--- config.mk ---
export PLATFORM = sky130hd
export DESIGN_NAME = b_operand_stage
export DESIGN_NICKNAME = d
export VERILOG_FILES = /design/src/rtl/alu_pkg.sv /design/src/rtl/b_condition.sv /design/src/rtl/b_operand_stage.sv
export SDC_FILE = /design/constraint.sdc
export NUM_CORES = 1
export LEC_CHECK = 0
export ABC_AREA = 1
export BUFFER_PORTS_ARGS = -buffer_cell sky130_fd_sc_hd__buf_2
export CAP_MARGIN = 20
export CORE_MARGIN = 3
export CORE_UTILIZATION = 58
export CTS_CLUSTER_DIAMETER = 50
export DETAILED_ROUTE_END_ITERATION = 16
export GPL_ROUTABILITY_DRIVEN = 1
export HOLD_SLACK_MARGIN = 0.06
export PLACE_DENSITY = 0.87
export SLEW_MARGIN = 15
export SYNTH_ARGS = -nofsm -noshare
export SYNTH_HDL_FRONTEND = slang
export SYNTH_HIERARCHICAL = 1
export SYNTH_SLANG_ARGS = --single-unit
--- constraint.sdc ---
create_clock -name clk -period 2.2 [get_ports clk]
set_input_delay 0.44 -clock clk [delete_from_list [all_inputs] [get_ports clk]]
set_output_delay 0.44 -clock clk [all_outputs]
set_load 0.01 [all_outputs]
--- src/rtl/alu_pkg.sv ---
// Shared ALU types: B-operand conditioning modes and skid buffer states.
package alu_pkg;

    typedef enum logic [1:0] {
        B_PASS = 2'b00,
        B_NEG  = 2'b01,
        B_INV  = 2'b10,
        B_ABS  = 2'b11
    } b_mode_t;

    typedef enum logic [1:0] {
        SKID_EMPTY = 2'b00,
        SKID_ONE   = 2'b01,
        SKID_TWO   = 2'b10
    } skid_state_t;

    localparam int unsigned B_FLAG_W = 2;

endpackage

--- src/rtl/b_condition.sv ---
// Combinational B-operand conditioning: pass, negate, invert, abs.
module b_condition
    import alu_pkg::*;
#(
    parameter int unsigned N   = 32,
    parameter bit          SAT = 1'b0
) (
    input  logic [N-1:0] b_i,
    input  logic [1:0]   mode_i,
    output logic [N-1:0] result_o,
    output logic         carry_o,
    output logic         ovf_o
);

    localparam logic [N-1:0] MIN_VAL = {1'b1, {(N-1){1'b0}}};
    localparam logic [N-1:0] MAX_VAL = {1'b0, {(N-1){1'b1}}};

    b_mode_t      mode;
    logic         neg;
    logic         flip;
    logic [N-1:0] x;
    logic [N-1:0] sum;

    // Negation is built as xor-mask followed by +1, shared with invert.
    always_comb begin
        mode = b_mode_t'(mode_i);
        neg  = (mode == B_NEG) | ((mode == B_ABS) & b_i[N-1]);
        flip = neg | (mode == B_INV);
        x    = b_i ^ {N{flip}};
        {carry_o, sum} = {1'b0, x} + {{N{1'b0}}, neg};
        ovf_o = ((mode == B_NEG) | (mode == B_ABS)) & (b_i == MIN_VAL);
        result_o = (SAT && ovf_o) ? MAX_VAL : sum;
    end

endmodule

--- src/rtl/b_operand_stage.sv ---
// Pipelined B-operand conditioning stage with 2-entry skid buffer.
module b_operand_stage
    import alu_pkg::*;
#(
    parameter int unsigned N   = 32,
    parameter bit          SAT = 1'b0
) (
    input  logic         clk,
    input  logic         rst_n,
    input  logic         in_valid,
    output logic         in_ready,
    input  logic [N-1:0] b_i,
    input  logic [1:0]   mode_i,
    output logic         out_valid,
    input  logic         out_ready,
    output logic [N-1:0] result,
    output logic         carry_o,
    output logic         ovf_o,
    output logic         ovf_sticky,
    input  logic         clr_sticky
);

    typedef struct packed {
        logic [N-1:0] result;
        logic         carry;
        logic         ovf;
    } b_payload_t;

    skid_state_t state, state_n;
    b_payload_t  main_q, skid_q, cond;
    logic        in_ready_q;
    logic        in_xfer, out_xfer;
    logic        load_main, load_skid, pop_skid;

    b_condition #(.N(N), .SAT(SAT)) u_cond (
        .b_i      (b_i),
        .mode_i   (mode_i),
        .result_o (cond.result),
        .carry_o  (cond.carry),
        .ovf_o    (cond.ovf)
    );

    assign in_ready  = in_ready_q;
    assign out_valid = (state != SKID_EMPTY);
    assign in_xfer   = in_valid & in_ready_q;
    assign out_xfer  = out_valid & out_ready;
    assign result    = main_q.result;
    assign carry_o   = main_q.carry;
    assign ovf_o     = main_q.ovf;

    always_comb begin
        state_n   = state;
        load_main = 1'b0;
        load_skid = 1'b0;
        pop_skid  = 1'b0;
        unique case (state)
            SKID_EMPTY: begin
                if (in_xfer) begin
                    state_n   = SKID_ONE;
                    load_main = 1'b1;
                end
            end
            SKID_ONE: begin
                if (in_xfer && !out_xfer) begin
                    state_n   = SKID_TWO;
                    load_skid = 1'b1;
                end else if (in_xfer) begin
                    load_main = 1'b1;
                end else if (out_xfer) begin
                    state_n = SKID_EMPTY;
                end
            end
            SKID_TWO: begin
                if (out_xfer) begin
                    state_n  = SKID_ONE;
                    pop_skid = 1'b1;
                end
            end
            default: state_n = SKID_EMPTY;
        endcase
    end

    always_ff @(posedge clk or negedge rst_n) begin
        if (!rst_n) begin
            state      <= SKID_EMPTY;
            in_ready_q <= 1'b1;
        end else begin
            state      <= state_n;
            in_ready_q <= (state_n != SKID_TWO);
        end
    end

    always_ff @(posedge clk or negedge rst_n) begin
        if (!rst_n) begin
            main_q <= '0;
            skid_q <= '0;
        end else begin
            if (load_main)
                main_q <= cond;
            else if (pop_skid)
                main_q <= skid_q;
            if (load_skid)
                skid_q <= cond;
        end
    end

    // Clear wins over a set in the same cycle.
    always_ff @(posedge clk or negedge rst_n) begin
        if (!rst_n)
            ovf_sticky <= 1'b0;
        else if (clr_sticky)
            ovf_sticky <= 1'b0;
        else if (out_xfer && main_q.ovf)
            ovf_sticky <= 1'b1;
    end

endmodule

# Yosys cells after proc, flatten, opt, wreduce, memory -nomap -nowiden
# Cells that the tools add are included.
# totals
ff_bits	72
in_bits	39
word_cells	49
# op_classes
bitwise	8
reduce_logical	7
n_eq_ne	7
addsub	1
muxes	17
# op_table
op	count
$mux 34	2
$add 32x1->33	1
$eq 32x32->1 const B	1
$xor 32x32->32	1
$mux 2	5
$mux 1	8
$eq 2x2->1 const B	3
$pmux 2 s3	1
$reduce_bool 2->1	3
$and 1x1->1	4
$eq 2x1->1 const B	2
$or 1x1->1	3
$logic_and 1x1->1	2
$logic_not 2->1	1
$ne 2x2->1 const B	1
$pmux 1 s2	1
$logic_not 1->1	1

# Depth between registers and ports, before layout
# logic_depth
ltp_word	7
ltp_mapped	17

# Modules after synthesis
# Netlist, hierarchy kept.
# modules_own_cells
module	instances	cells_each	area_per_inst_um2
b_operand_stage	1	437	3583.4
b_condition	1	435	1956.9

# Worst setup path before layout
# Ideal clock, no wire load.
# synth_path
path_kind	input port to flip-flop
start	in b_i[31]
end	reg main_q (netlist bit result[30])
t_arrival_ps	1955
cell_stages	17
n_path_buf	0
required_time_ps	2083
slack_ps	129
cell_sequence	inv_1 > nand2_1 > nand2_2 > nand3_1 > nand2_2 > ha_1 > nand3_1 > inv_1 > nand2_2 > nor2_4 > nand2_1 > nand2_1 > nand2_1 > inv_1 > nand4_1 > nand2_1 > nand2_1
# synth_lines
element	line	source
start: declaration	b_operand_stage.sv:12	input logic [N-1:0] b_i,
end signal: assignment	b_operand_stage.sv:99	main_q <= cond;
end signal: assignment	b_operand_stage.sv:101	main_q <= skid_q;
end: declaration	b_operand_stage.sv:30	b_payload_t main_q, skid_q, cond;

==> impl_metrics.toml <==
[grt]
grtUsageMet1_pct = 40.2
grt_first_pass_wirelength_um = 26100
gr-usage-all-layers_pct = 29.1
antenna_found_initial = 0
grt_max_degree = 73
groute.layer.met3.usage_pct = 4.55
busiest_layer = "met2"
grt_overflow = 0
grt_util_met2_pct = 46.3
first_global_vias = 5442

[floorplan]
die_h_um = 104
io_pins = 76
die_width_um = 104
rows = 35
initial_core_util_pct = 60.0
coreArea_sq_um = 9240
design.die.area_sq_um = 10800

[sta]
hold_ws_ns = 0.0985
maxSlewViolCount = 0
final-setup-viol-count = 0
fmax_mhz = 486
rsz0062_at_grt = "yes"
period_share_pct = 93.6
relSlewSlack_pct = 29.5
fin_tns_setup_ns = 0
tightest_slew_ns = 1.05
skew_ns = 0.00844
setup_ws_ns = 0.141
hold_viol_final = 0
timing.final.crit_period_ns = 2.06

[yosys]
yosys.area.top_type_share_pct = 32.1
yosysMostFrequentCell = "nand2_1"
synth-edff-count = 0
async_flop_share_pct = 100
synth_commonest_cells = "nand2_1 (330), nand3_1 (99), inv_1 (95)"
netlist_instances = 872
synth_top_area_cell = "dfrtp_1"
ys_seq_area_share_pct = 32.5
synth_fp_nets = 912
yosys_warnings = 6
avgSynthCellArea_sq_um = 6.35
syn_area_sq_um = 5540
yosysUniqueCellTypes = 30
synth_area_leaders = "dfrtp_1 (32%), nand2_1 (22%), nand3_1 (8.9%)"
synthFlopType = "dfrtp_1"
synth_seq_cells = 72

[critical_path]
crit_top_cell = "nand2_1"
crit_path_end_kind = "flip-flop"
start_kind = "primary input"
r2r-end = "result[9]"
cp.required_ns = 2.44
crit_arrival_ns = 2.30
cp_top_family = "simple AND/OR/NAND/NOR gates"
path_buf_inv = 4
crit_fanout = 9
worstReg2RegStart = "state[0]"
path_cells = "buf_2 > inv_2 > nand2_4 > nand3_4 > buf_6 > nand2_1 > nand2_1 > nand2_1 > nor2_2 > nand2_1 > nor2_2 > nand2_1 > nand2_1 > nand2_1 > inv_1 > nand4_1 > nand2_1 > nand2_1"
worst_path_largest_cell_delay_ns = 0.18
regToRegSetupSlack_ns = 0.16
worstRegToRegCells = 5
path_class = "primary input to flip-flop"
critPathSlowestCell = "nor2_2"

[job]
cap_violations = 0

[worst_hold_path]
hold_class = "primary input to asynchronous set/reset pin"

[power_and_ir_drop]
p_leak_nw = 3.67
worst_ir_drop_vdd_v = 0.000454
power_density_nw_per_um2 = 920

[cts]
ctsHoldBuffers = 0
root_buffer = "clkbuf_8"
h-tree-depth = 3
insertion_delay_ns = 0.35
cts_buffers = 9
cts_setup_buffers = 0
clockBufferDepth = 2
cts.clk_slew.worst_paths_ns = 0.08
cts_resized = 0
cts_tree = "yes"
cts_sinks = 72

[route]
routed_wl_um = 15900
drtAntennaViolNets = 0
routed-via-count = 6101
viasPerCell = 5.52
drcViolationCount = 0
wl_per_cell_um = 14.4
drtPass1Iterations = 6
detail_route.iter0.violations = 484

[placement]
place_congestion = 1.04
pre_cts_slack_ns = -0.212
portBuffers = 75
place_inst = 1087
dp_hpwl_um = 11000

[layout]
antenna_cells = 0
nets = 1011
fill_cells = 759
syn2layout_area_growth_pct = 21.2
drive_gt1_share_pct = 22.3
fin_cells = 1105

[run_status]
outcome = "finished clean"
## registers in the layout, indices dropped and copies added, names as in the netlist
signal,flops
carry_o,1
in_ready,1
ovf_o,1
ovf_sticky,1
result,32
skid_q,34
state,2
## placed cells by master (no fill, tap or decap), types with 22 or more instances in the layout
master	Yosys	routed
dfrtp_1	71	71
buf_4	4	53
nand2_1	330	320
nor2_1	60	39
buf_2	23	75
inv_1	95	94
o21ai_0	25	25
nand3_1	99	99
nor2_2	5	22
nand4_1	78	78
## metal layers
layer / share of wire (%) / up-vias / wire length (um)
li1: - / 2988 / -
met2: 47 / 285 / 7450
met5: 0 / - / 0
met3: 7.4 / 44 / 1180
met4: 3.0 / 0 / 476
met1: 43 / 2784 / 6850
## cells by family (layout without fill, tap and decap cells)
kind of cell | after synthesis | count (layout) | share of synthesized area [%]
simple gates | 594 | 594 | 48.3
buf+inv | 152 | 256 | 12.6
flops | 72 | 72 | 32.5
compound gates | 36 | 36 | 3.59
xor+xnor | 17 | 17 | 2.69
fa+ha+maj | 1 | 1 | 0.226
## worst reg2reg max path, stage by stage (launching register included)
cell and delay [ns]:
dfrtp_1 0.45, clkinv_1 0.86, nand4_1 0.36, nand2_1 0.09, nand2_1 0.10, nand2_1 0.06
## where the power goes
group	switching (mW)	internal (mW)	leakage, nW
logic	1.55	0.912	2.67
clock network	0.505	0.900	0.130
registers	0.364	1.95	0.871
## metrics by stage
step                      util (%)  total power, mW  instance area, sq um
final                         72.7             6.18                  6720
after global routing          72.7             6.59                  6720
after CTS                     70.9             6.11                  6550
after detailed placement      68.0             4.69                  6280
after global placement        68.0             4.58                  6280
after floorplan                  -             3.82                  5540
## worst max-delay path by stage
stage | startpoint | endpoint | slack, ns | cells after the start
after floorplan | b_i[31] | result[30] | 0.13 | 17
after global placement | b_i[31] | result[17] | -0.16 | 18
after detailed placement | b_i[31] | result[17] | -0.21 | 18
after CTS | b_i[31] | result[29] | 0.1 | 18
after global routing | mode_i[0] | result[29] | -0.03 | 18
final | mode_i[0] | result[29] | 0.14 | 18
## layout make-up
type	count	area [sq um]	area share, %
inverter	102	385	5.74
tap	129	161	2.40
multi-input combinational	648	3140	46.7
timing repair buffer	138	957	14.3
clock inverter	5	128	1.90
sequential	72	1800	26.8
clock buffer	11	141	2.11
No activity file was read; power rests on OpenSTA's default activity.
